File: src/rtl/pulse_extend_arb.sv
// -----------------------------------------------------------------------------
// pulse_extend_arb
//
// Collects single-cycle request pulses from REQ_NUM requesters, arbitrates
// between them round-robin, and stretches the winner's valid into a window of
// exactly EXTEND_CYC_NUM cycles. The requester's data bit (captured with its
// pulse) is presented for the whole window. Every window ends with a one-cycle
// o_done pulse, during which o_vld is low. The next grant is decided in the
// IDLE cycle that follows.
//
// Ports
//   i_clk       clock, rising edge
//   i_rst_n     asynchronous active-low reset
//   i_en        grant enable; when low no new window starts (a running window
//               still completes, and requests keep latching)
//   i_req_vld   [REQ_NUM]  per-requester request pulse
//   i_req_data  [REQ_NUM]  per-requester data bit, sampled with i_req_vld
//   o_vld       extended valid of the granted requester
//   o_vld_data  latched data of the granted requester, low outside a window
//   o_id        [ID_W]     index of the current or most recent grant
//   o_done      one-cycle pulse after the last o_vld cycle of a window
//   o_pend      [REQ_NUM]  pending-request flags
//   o_busy      high while a window is running
// -----------------------------------------------------------------------------
module pulse_extend_arb #(
    parameter int REQ_NUM        = 4,
    parameter int EXTEND_CYC_NUM = 12
) (
    input  logic                       i_clk,
    input  logic                       i_rst_n,
    input  logic                       i_en,
    input  logic [REQ_NUM-1:0]         i_req_vld,
    input  logic [REQ_NUM-1:0]         i_req_data,
    output logic                       o_vld,
    output logic                       o_vld_data,
    output logic [$clog2(REQ_NUM)-1:0] o_id,
    output logic                       o_done,
    output logic [REQ_NUM-1:0]         o_pend,
    output logic                       o_busy
);

    localparam int ID_W  = $clog2(REQ_NUM);
    localparam int CNT_W = (EXTEND_CYC_NUM == 1) ? 1 : $clog2(EXTEND_CYC_NUM);
    localparam logic [CNT_W-1:0] CNT_LAST = CNT_W'(EXTEND_CYC_NUM - 1);
    localparam logic [ID_W-1:0]  ID_MAX   = ID_W'(REQ_NUM - 1);

    typedef enum logic {
        IDLE = 1'b0,
        EXT  = 1'b1
    } state_t;

    state_t             state_q;
    state_t             state_d;
    logic [REQ_NUM-1:0] pend_q;
    logic [REQ_NUM-1:0] data_lat_q;
    logic [ID_W-1:0]    id_q;
    logic [ID_W-1:0]    last_id_q;
    logic [CNT_W-1:0]   cnt_q;
    logic               vld_q;
    logic               vld_data_q;
    logic               done_q;

    logic               win_found;
    logic [ID_W-1:0]    win_id;
    logic [REQ_NUM-1:0] win_oh;
    logic [ID_W-1:0]    scan_id;
    logic               grant;
    logic               win_end;
    logic [REQ_NUM-1:0] clr_mask;

    // Round-robin search: start just after the last winner, wrap at REQ_NUM-1,
    // the first pending requester found wins.
    always_comb begin
        win_found = 1'b0;
        win_id    = '0;
        win_oh    = '0;
        scan_id   = last_id_q;
        for (int i = 0; i < REQ_NUM; i++) begin
            if (scan_id == ID_MAX) begin
                scan_id = '0;
            end else begin
                scan_id = scan_id + ID_W'(1);
            end
            if (!win_found && pend_q[scan_id]) begin
                win_found       = 1'b1;
                win_id          = scan_id;
                win_oh[scan_id] = 1'b1;
            end
        end
    end

    // Control FSM: next state and the grant / end-of-window strobes.
    always_comb begin
        state_d = state_q;
        grant   = 1'b0;
        win_end = 1'b0;
        case (state_q)
            IDLE: begin
                if (i_en && win_found) begin
                    grant   = 1'b1;
                    state_d = EXT;
                end
            end
            EXT: begin
                if (cnt_q == CNT_LAST) begin
                    win_end = 1'b1;
                    state_d = IDLE;
                end
            end
            default: state_d = IDLE;
        endcase
    end

    always_ff @(posedge i_clk or negedge i_rst_n) begin
        if (!i_rst_n) begin
            state_q <= IDLE;
        end else begin
            state_q <= state_d;
        end
    end

    // A new pulse on the granted requester's own line wins over the grant
    // clear, so that pulse stays pending for a later window.
    assign clr_mask = grant ? win_oh : '0;

    always_ff @(posedge i_clk or negedge i_rst_n) begin
        if (!i_rst_n) begin
            pend_q     <= '0;
            data_lat_q <= '0;
            id_q       <= '0;
            last_id_q  <= ID_MAX;
            cnt_q      <= '0;
            vld_q      <= 1'b0;
            vld_data_q <= 1'b0;
            done_q     <= 1'b0;
        end else begin
            pend_q     <= (pend_q & ~clr_mask) | i_req_vld;
            data_lat_q <= (data_lat_q & ~i_req_vld) | (i_req_data & i_req_vld);
            done_q     <= win_end;
            if (grant) begin
                // Window data is taken from the latch before this edge's update,
                // so a same-edge re-pulse only affects the next window.
                vld_q      <= 1'b1;
                vld_data_q <= data_lat_q[win_id];
                id_q       <= win_id;
                last_id_q  <= win_id;
                cnt_q      <= '0;
            end else if (win_end) begin
                vld_q      <= 1'b0;
                vld_data_q <= 1'b0;
            end else if (state_q == EXT) begin
                cnt_q <= cnt_q + CNT_W'(1);
            end
        end
    end

    assign o_vld      = vld_q;
    assign o_vld_data = vld_data_q;
    assign o_id       = id_q;
    assign o_done     = done_q;
    assign o_pend     = pend_q;
    assign o_busy     = (state_q == EXT);

endmodule
File: config.mk
export PLATFORM = sky130hd
export DESIGN_NAME = pulse_extend_arb
export DESIGN_NICKNAME = d
export VERILOG_FILES = /design/src/rtl/pulse_extend_arb.sv
export SDC_FILE = /design/constraint.sdc
export NUM_CORES = 1
export LEC_CHECK = 0
export ABC_CLOCK_PERIOD_IN_PS = 2620
export BUFFER_PORTS_ARGS = -buffer_cell sky130_fd_sc_hd__buf_2
export CAP_MARGIN = 20
export CORE_AREA = 3 3 60 62
export CTS_BUF_LIST = sky130_fd_sc_hd__clkbuf_4 sky130_fd_sc_hd__clkbuf_8
export CTS_CLUSTER_DIAMETER = 40
export DETAILED_ROUTE_END_ITERATION = 8
export DIE_AREA = 0 0 63 65
export PLACE_DENSITY = 0.67
export SYNTH_ARGS = -nofsm -noshare
export SYNTH_HDL_FRONTEND = slang
export SYNTH_SLANG_ARGS = --single-unit
File: constraint.sdc
create_clock -name i_clk -period 2.62 [get_ports i_clk]
set_clock_uncertainty 0.15 [all_clocks]
set_input_delay 0.131 -clock i_clk [delete_from_list [all_inputs] [get_ports i_clk]]
set_output_delay 0.131 -clock i_clk [all_outputs]
set_load 0.05 [all_outputs]
[After elaboration in Yosys (flattened, before gate mapping)]
Cells that the tools add are included.
W data, S select, Z words.
Storage, ports and cells
  bits of input ports: 11
  bits in registers: 20
Operators by class
  add/subtract/negate cells: 5
  equal/unequal tests: 6
  reductions and logical operators: 14
  bitwise logic cells: 11
  muxes and demuxes: 47
  order comparisons: 9
Operators with widths (count)
  $mux W4: 8
  $mux W1: 21
  $or A4 B4 Y4: 5
  $mux W2: 8
  $lt A2 B3 Y1 const B: 5
  $and A4 B4 Y4: 3
  $bmux W1 S2: 5
  $add A2 B1 Y2 const B: 4
  $demux W1 S2: 4
  $eq A2 B2 Y1 const B: 4
  $ge A2 B1 Y1 const B: 4
  $logic_and A1 B1 Y1: 8
  $not A4 Y4: 2
  $add A4 B1 Y4 const B: 1
  $eq A4 B4 Y1 const B: 1
  $reduce_bool A2 Y1: 2
  $logic_not A1 Y1: 3
  $ne A2 B2 Y1 const B: 1
  $pmux W1 S2: 1
  $reduce_and A2 Y1: 1
  $not A1 Y1: 1

[Depth between registers and ports, before layout]
Gate-level depths: netlist of run 1.
  depth in word-level cells: 21
  gate-level depth with buffers: 9
  depth with buffers taken out: 7

[Worst setup path before layout of run 1]
Ideal clock, no wire load.
  path type: reg-to-reg
  from: register last_id_q[0]
  to: register pend_q[1] (netlist: o_pend[1])
  arrival time: 2.467 ns
  required time: 2.344 ns
  cell stages (with the launch flop): 9
  path slack: -0.123 ns
  library setup time: 0.126 ns
  cell sequence: dfstp_2 buf_4 inv_1 ha_1 or3_4 a21o_1 a221oi_2 a221oi_1 a221o_1
On the way
  longest elaborated chain between the ends: 21
  elaborated cells between the ends (all ways): 64
  classes of those cells: add/sub (4); order compare (8); eq/ne (4); mux (31); bitwise (6); reduce/logical (11)
RTL lines
  from (decl): line 57  | logic [ID_W-1:0] last_id_q;
  from (signal assigned): line 146  | last_id_q <= win_id;
  $add A2 B1 Y2 or $eq A2 B2 Y1 (tied branches): line 82, 79
  $mux W2 (*): line 79  | if (scan_id == ID_MAX) begin
  parallel branches: the longest is 15 deep, another holds $lt A2 B3 Y1
  $mux W4 (*): line 124  | assign clr_mask = grant ? win_oh : '0;
  $not A4 Y4 (*): line 137  | pend_q <= (pend_q & ~clr_mask) | i_req_vld;
  $and A4 B4 Y4 (*): line 137
  $or A4 B4 Y4 (*): line 137
  to (signal assigned): line 137
  to (decl): line 54  | logic [REQ_NUM-1:0] pend_q;
Mark *: on every way between the ends. The select of a mux whose other input is x is not followed.
A chain may end at the register's enable or synchronous reset.

[Worst setup path after layout of run 1]
  from: register last_id_q[0]
  to: register vld_data_q (netlist: o_vld_data)
On the way
  longest elaborated chain between the ends: 18
  elaborated cells between the ends (all ways): 41
  classes of those cells: add/sub (4); eq/ne (4); mux (25); reduce/logical (8)
RTL lines
  $add A2 B1 Y2 or $eq A2 B2 Y1 (tied branches): line 82, 79
  $mux W2 (*): line 79
  parallel branches: the longest is 16 deep, another holds $add A2 B1 Y2
  to (signal assigned): line 144  | vld_data_q <= data_lat_q[win_id];
  to (decl): line 60  | logic vld_data_q;
Marked as above.

==> flow_summary.yaml, run 1 <==
clocking:
  htree_levels: 1
  clockBufferDepth: 2
  path_clk_slew_ps: 120
  cts_sinks: 20
  insertion_delay_ps: 310
  cts-root-buf: "clkbuf_4"
  cts_made_buffers: 3
  cts_tree: "built"
power_and_ir_drop:
  pwr-share-comb_pct: 60.5
  power.switching_uw: 885
  p_seq_share_pct: 26.3
  switching_share_pct: 45.7
  p_leak_nw: 0.800
  p_clk_share_pct: 13.2
  internal_power_mw: 1.05
  peakVddDrop_v: 0.000687
  power_mw: 1.94
  power.density_nw_per_um2: 1050
synth:
  synth_common_cells: "18 x dfrtp_1, 18 x nand2_1, 9 x a21oi_1, 9 x ha_1, 9 x o21ai_0"
  synthSimpleGateAreaFrac_pct: 18.8
  yosys_warnings: 0
  synth_top_cell_by_area: "dfrtp_1"
  synthArstFlopShare_pct: 100
  syn-num-nets: 173
  avgSynthCellArea_um2: 9.18
  synth-seq-area-share_pct: 35.8
  synth_top_family_by_area: "compound AO/OA/AOI/OAI gates"
  netlist.area_leader.share_pct: 32.1
  synth-edff-count: 0
  synth_area_leaders: "dfrtp_1 32%, ha_1 8.0%, nand2_1 4.8%"
  ys_ff_latch: 20
  synthDistinctLibCells: 46
  synth-adder-area-share_pct: 8.02
  synth-xor-area-share_pct: 0.624
  synth_ff_type: "dfrtp_1"
  synthCells: 153
  syn_area_um2: 1400
  synth_compound_area_share_pct: 26.5
  synth_mux_area_share_pct: 4.72
worst_setup_path:
  cp.required_ps: 2690
  cp.arrival_ps: 2660
  end_kind: "flip-flop"
  cp_max_fo: 24
  crit_type: "flip-flop to flip-flop"
  worstPathCellList: "buf_12, ha_1, buf_4, inv_1, a311oi_1, buf_4, a21o_1, a221oi_1, o31ai_1"
  cpPeakStageDelay_ps: 600
  cpMostUsedCell: "buf_4"
  cp_slowest_cell: "dfstp_2"
  crit_path_start_kind: "flip-flop"
floorplan:
  core_area_um2: 3080
  die_width_um: 63
  rows: 20
  initial_core_util_pct: 45.6
  io_pins: 21
  die_area_um2: 4100
  fp.dieH_um: 65
sta:
  setup_slack_ps: 37.0
  final_max_slew_viol_count: 0
  setup_viol: 0
  whs_ps: 122
  hold_viol: 0
  rsz0062_at_grt: "yes"
  worst_pin_slew_ps: 504
  finalSetupTns_ps: 0
  min_period_over_period_pct: 98.6
  fmax_mhz: 387
  maxSlewHeadroom_pct: 66.2
  finalCriticalPeriod_ps: 2580
global_route:
  antenna_found_initial: 0
  grt_use_total_pct: 19.6
  grt.overflow.total: 0
  grt_pass1_vias: 1334
  grt_pass1_wl_mm: 6.38
  grt_max_degree: 25
placement:
  dpl_worst_slack_ps: -74.4
  portBuffers: 20
  dp_cells: 215
  post-dp-hpwl_mm: 2.67
  finalWeightedCongestion: 0.910
drt:
  drc: 0
  drt_iter0_markers: 102
  dr.pass1.iters: 4
  drt-total-wl_mm: 3.84
  ant_nets: 0
  vias_per_cell: 5.74
  wire_per_inst_um: 16.4
  vias: 1350
finish:
  fill_cells: 281
  insertedDiodeCount: 0
  final_nets: 212
  instances_no_fill: 235
  multi_input_area_um2: 877
  drive_gt1_share_pct: 28.3
  synthToLayoutAreaGrowth_pct: 31.1
  register_area_um2: 503
job:
  cap_violations: 0
worst_hold_path:
  hp-class: "input pin to flip-flop"
run_status:
  status: "completed"
power by group through the flow:
stage,Sequential (mW),Clock (mW),Combinational (mW)
after floorplan,0.633,0,0.661
after global placement,0.506,0,1.04
after detailed placement,0.517,0,1.08
after CTS,0.512,0.264,1.10
after global routing,0.521,0.271,1.29
final,0.510,0.255,1.17
timing repair:
action	4_1_cts	5_1_grt
hold endpoints to repair	28	0
setup endpoints to repair	1	5
pin swaps	0	2
setup buffers	0	1
resized for setup	1	6
hold buffers	15	0
kinds of logic after synthesis:
logic type                 Yosys count
muxes                                5
DFF                                 20
adders and majority gates            9
AOI/OAI and AO/OA                   50
and+or+nand+nor                     51
xor gates and xnor gates             1
buffers and inverters               17
path summary, 6_finish.rpt:
path / startpoint / to / slack [ps] / cells past startpoint
worst min register to register: o_id[1] / o_id[1] / 350 / 2
worst min-delay path: i_en / cnt_q[1] / 120 / 3
worst max register to register: last_id_q[0] / o_vld_data / 40 / 9
max in group asynchronous: i_rst_n / last_id_q[1] / 1830 / 2
worst max-delay path: last_id_q[0] / o_vld_data / 40 / 9
min in group asynchronous: i_rst_n / cnt_q[2] / 130 / 2
critical path, delay by kind of cell (launching register included):
family / cells / cell delay [ps]
buf+inv: 4 / 630
flops: 1 / 600
compound gates: 4 / 820
fa+ha+maj: 1 / 310
through the flow:
step	util, %	area [um^2]
floorplan	-	1420
global placement	51.6	1590
detailed placement	51.6	1590
CTS	58.3	1790
global route	59.8	1840
finish	59.8	1840
per-layer routing:
| metal | up-vias | share of wire, % | wire [um] | GRT usage (%) |
|---|---|---|---|---|
| met5 | - | 0 | 0 | 0 |
| met3 | 8 | 3.7 | 144 | 3.99 |
| met2 | 34 | 53 | 2030 | 35.7 |
| li1 | 648 | - | - | - |
| met4 | 0 | 1.5 | 59 | 4.41 |
| met1 | 660 | 42 | 1610 | 23.7 |
placed cells by master, fill, tap and decap left out, types with 2 or more instances in the layout:
cell           Yosys  final
buf_2              2     20
nand2_1           18     18
dfrtp_1           18     18
dlygate4sd3_1      0     15
a21oi_1            9      9
nor2_1             8      8
o21ai_0            9      8
ha_1               9      8
inv_1              8      7
buf_4              1      7
a21o_1             6      6
nand3_1            5      5
nor2b_1            3      3
a211oi_1           4      3
mux2_2             3      3
nor3_1             3      3
a221oi_1           3      3
clkbuf_4           0      3
and3b_1            2      2
nor3b_1            2      2
a32oi_1            2      2
nand4_1            2      2
or2_2              2      2
a221o_2            2      2
a221o_1            2      2
o31ai_1            2      2
dfstp_2            2      2
layout make-up:
class	count	share of cell area [%]
Inverter	8	1.63
Multi-Input combinational cell	116	47.7
Timing Repair Buffer	43	17.5
Tap cell	44	2.99
Clock buffer	3	1.22
Sequential cell	20	27.3
Clock inverter	1	1.63
(Power assumes the default switching activity.)
==> run 2: changes to the inputs <==
--- a/config.mk
+++ b/config.mk
@@ -8,12 +8,12 @@
 export ABC_CLOCK_PERIOD_IN_PS = 2620
 export BUFFER_PORTS_ARGS = -buffer_cell sky130_fd_sc_hd__buf_2
 export CAP_MARGIN = 20
-export CORE_AREA = 3 3 60 62
+export CORE_AREA = 3 3 55 68
 export CTS_BUF_LIST = sky130_fd_sc_hd__clkbuf_4 sky130_fd_sc_hd__clkbuf_8
 export CTS_CLUSTER_DIAMETER = 40
 export DETAILED_ROUTE_END_ITERATION = 8
-export DIE_AREA = 0 0 63 65
-export PLACE_DENSITY = 0.67
+export DIE_AREA = 0 0 58 71
+export PLACE_DENSITY = 0.66
 export SYNTH_ARGS = -nofsm -noshare
 export SYNTH_HDL_FRONTEND = slang
 export SYNTH_SLANG_ARGS = --single-unit
==> flow_summary.yaml, run 2 (synthesis results as in run 1) <==
sta:
  fmax_mhz: 397
  rsz0062_at_grt: "no"
  setup_viol: 0
  finalCriticalPeriod_ps: 2520
  hold_viol: 0
  min_period_over_period_pct: 96.2
  final_max_slew_viol_count: 0
  setup_slack_ps: 99.4
  worst_pin_slew_ps: 461
  maxSlewHeadroom_pct: 69.3
  finalSetupTns_ps: 0
worst_setup_path:
  path_delay_family: "compound AO/OA/AOI/OAI gates"
  cp_max_fo: 12
  crit_type: "flip-flop to flip-flop"
  cp.required_ps: 2610
  end_kind: "flip-flop"
  cp.arrival_ps: 2510
  cp_slowest_cell: "dfstp_2"
  cpPeakStageDelay_ps: 570
  crit_path_start_kind: "flip-flop"
  crit_buf_inv: 1
  worstPathCellList: "inv_1, ha_4, or3_4, a21o_1, a221oi_2, a211oi_1, a221o_1"
floorplan:
  die_width_um: 58
  core_area_um2: 3220
  fp.dieH_um: 71
  io_pins: 21
  die_area_um2: 4120
  rows: 23
  initial_core_util_pct: 43.6
placement:
  finalWeightedCongestion: 0.909
  dpl_worst_slack_ps: 9.15
  portBuffers: 20
  post-dp-hpwl_mm: 2.74
power_and_ir_drop:
  p_leak_nw: 0.792
  peakVddDrop_v: 0.000632
  power.density_nw_per_um2: 1030
job:
  cap_violations: 0
drt:
  ant_nets: 0
  drt-total-wl_mm: 3.59
  dr.pass1.iters: 4
  vias_per_cell: 5.80
  vias: 1328
  drt_iter0_markers: 55
  wire_per_inst_um: 15.7
  drc: 0
clocking:
  clockBufferDepth: 2
  cts_sinks: 20
  htree_levels: 1
  cts_tree: "built"
  path_clk_slew_ps: 70
  cts-root-buf: "clkbuf_8"
  insertion_delay_ps: 260
  cts_made_buffers: 3
finish:
  final_cell_mix: "20 x buf_2, 18 x nand2_1, 18 x dfrtp_1, 12 x dlygate4sd3_1, 11 x buf_4"
  fill_cells: 304
  insertedDiodeCount: 0
  layout_commonest_cell: "buf_2"
  drive_gt1_share_pct: 31.8
  final_nets: 213
  synthToLayoutAreaGrowth_pct: 28.9
  final_util_pct: 56.1
global_route:
  grt_use_total_pct: 18.5
  grt.overflow.total: 0
  grt_max_degree: 21
  grt_pass1_wl_mm: 5.95
  antenna_found_initial: 0
  grt_pass1_vias: 1329
run_status:
  status: "completed"
worst_hold_path:
  hp-class: "input pin to flip-flop"
-- run 2: cell types whose count changed in the layout (fill, tap and decap cells not counted), moves of 2 or more --
cell	previous run	this run
buf_4	7	11
a221oi_2	0	2
clkbuf_4	3	1
dlygate4sd3_1	15	12
clkbuf_8	0	3
-- run 2: worst paths after layout --
| check | start | end | slack [ps] | cells after the start |
|---|---|---|---|---|
| hold / removal | i_req_vld[2] | o_pend[2] | 60 | 3 |
| min in group asynchronous | i_rst_n | o_pend[0] | 210 | 2 |
| hold reg to reg | o_id[0] | o_id[0] | 330 | 1 |
| setup reg to reg | last_id_q[1] | o_pend[3] | 100 | 7 |
| max in group asynchronous | i_rst_n | last_id_q[1] | 1760 | 2 |
| setup / recovery | last_id_q[1] | o_pend[3] | 100 | 7 |
-- run 2: power breakdown --
group | total (mW) | switching (mW) | internal [mW]
sequential | 0.503 | 0.0889 | 0.414
combinational | 1.15 | 0.664 | 0.486
clock | 0.215 | 0.0967 | 0.119
total | 1.87 | 0.850 | 1.02
-- run 2: what timing repair did --
| item | 4_1_cts | 5_1_grt |
|---|---|---|
| pin swaps | 0 | 2 |
| buffers inserted | 0 | 0 |
| hold buffers | 12 | 0 |
| setup endpoints to repair | 1 | 4 |
| gates cloned | 0 | 0 |
| endpoints found under the hold margin | 27 | 0 |
| gates resized for setup | 1 | 8 |
-- run 2: per-layer routing --
| metal | wire length (um) | GRT usage, % |
|---|---|---|
| met2 | 1900 | 32.8 |
| met3 | 73 | 1.82 |
| met1 | 1520 | 22.1 |
| met4 | 97 | 8.51 |
| met5 | 0 | 0 |
-- run 2: tightest hold or removal path, delay by kind of cell --
family | cells | cell delay [ps]
compound gates | 2 | 210
buf+inv | 1 | 100
-- run 2: final cells by class --
cell class	count	area (um^2)	area share (%)
inverter	8	30.0	1.66
clock buffer	4	48.8	2.70
timing repair buffer	44	314	17.4
sequential	20	503	27.8
multi-input combinational	116	867	47.9
tap	37	46.3	2.56
-- run 2: metrics by stage --
step	hold slack, ps	instances	area, um^2	power [mW]
floorplan	-315	153	1420	1.29
global placement	-57.3	213	1610	1.55
detailed placement	-50.6	213	1610	1.60
CTS	69.7	229	1780	1.84
global route	57.7	229	1810	2.02
finish	63.4	229	1810	1.87
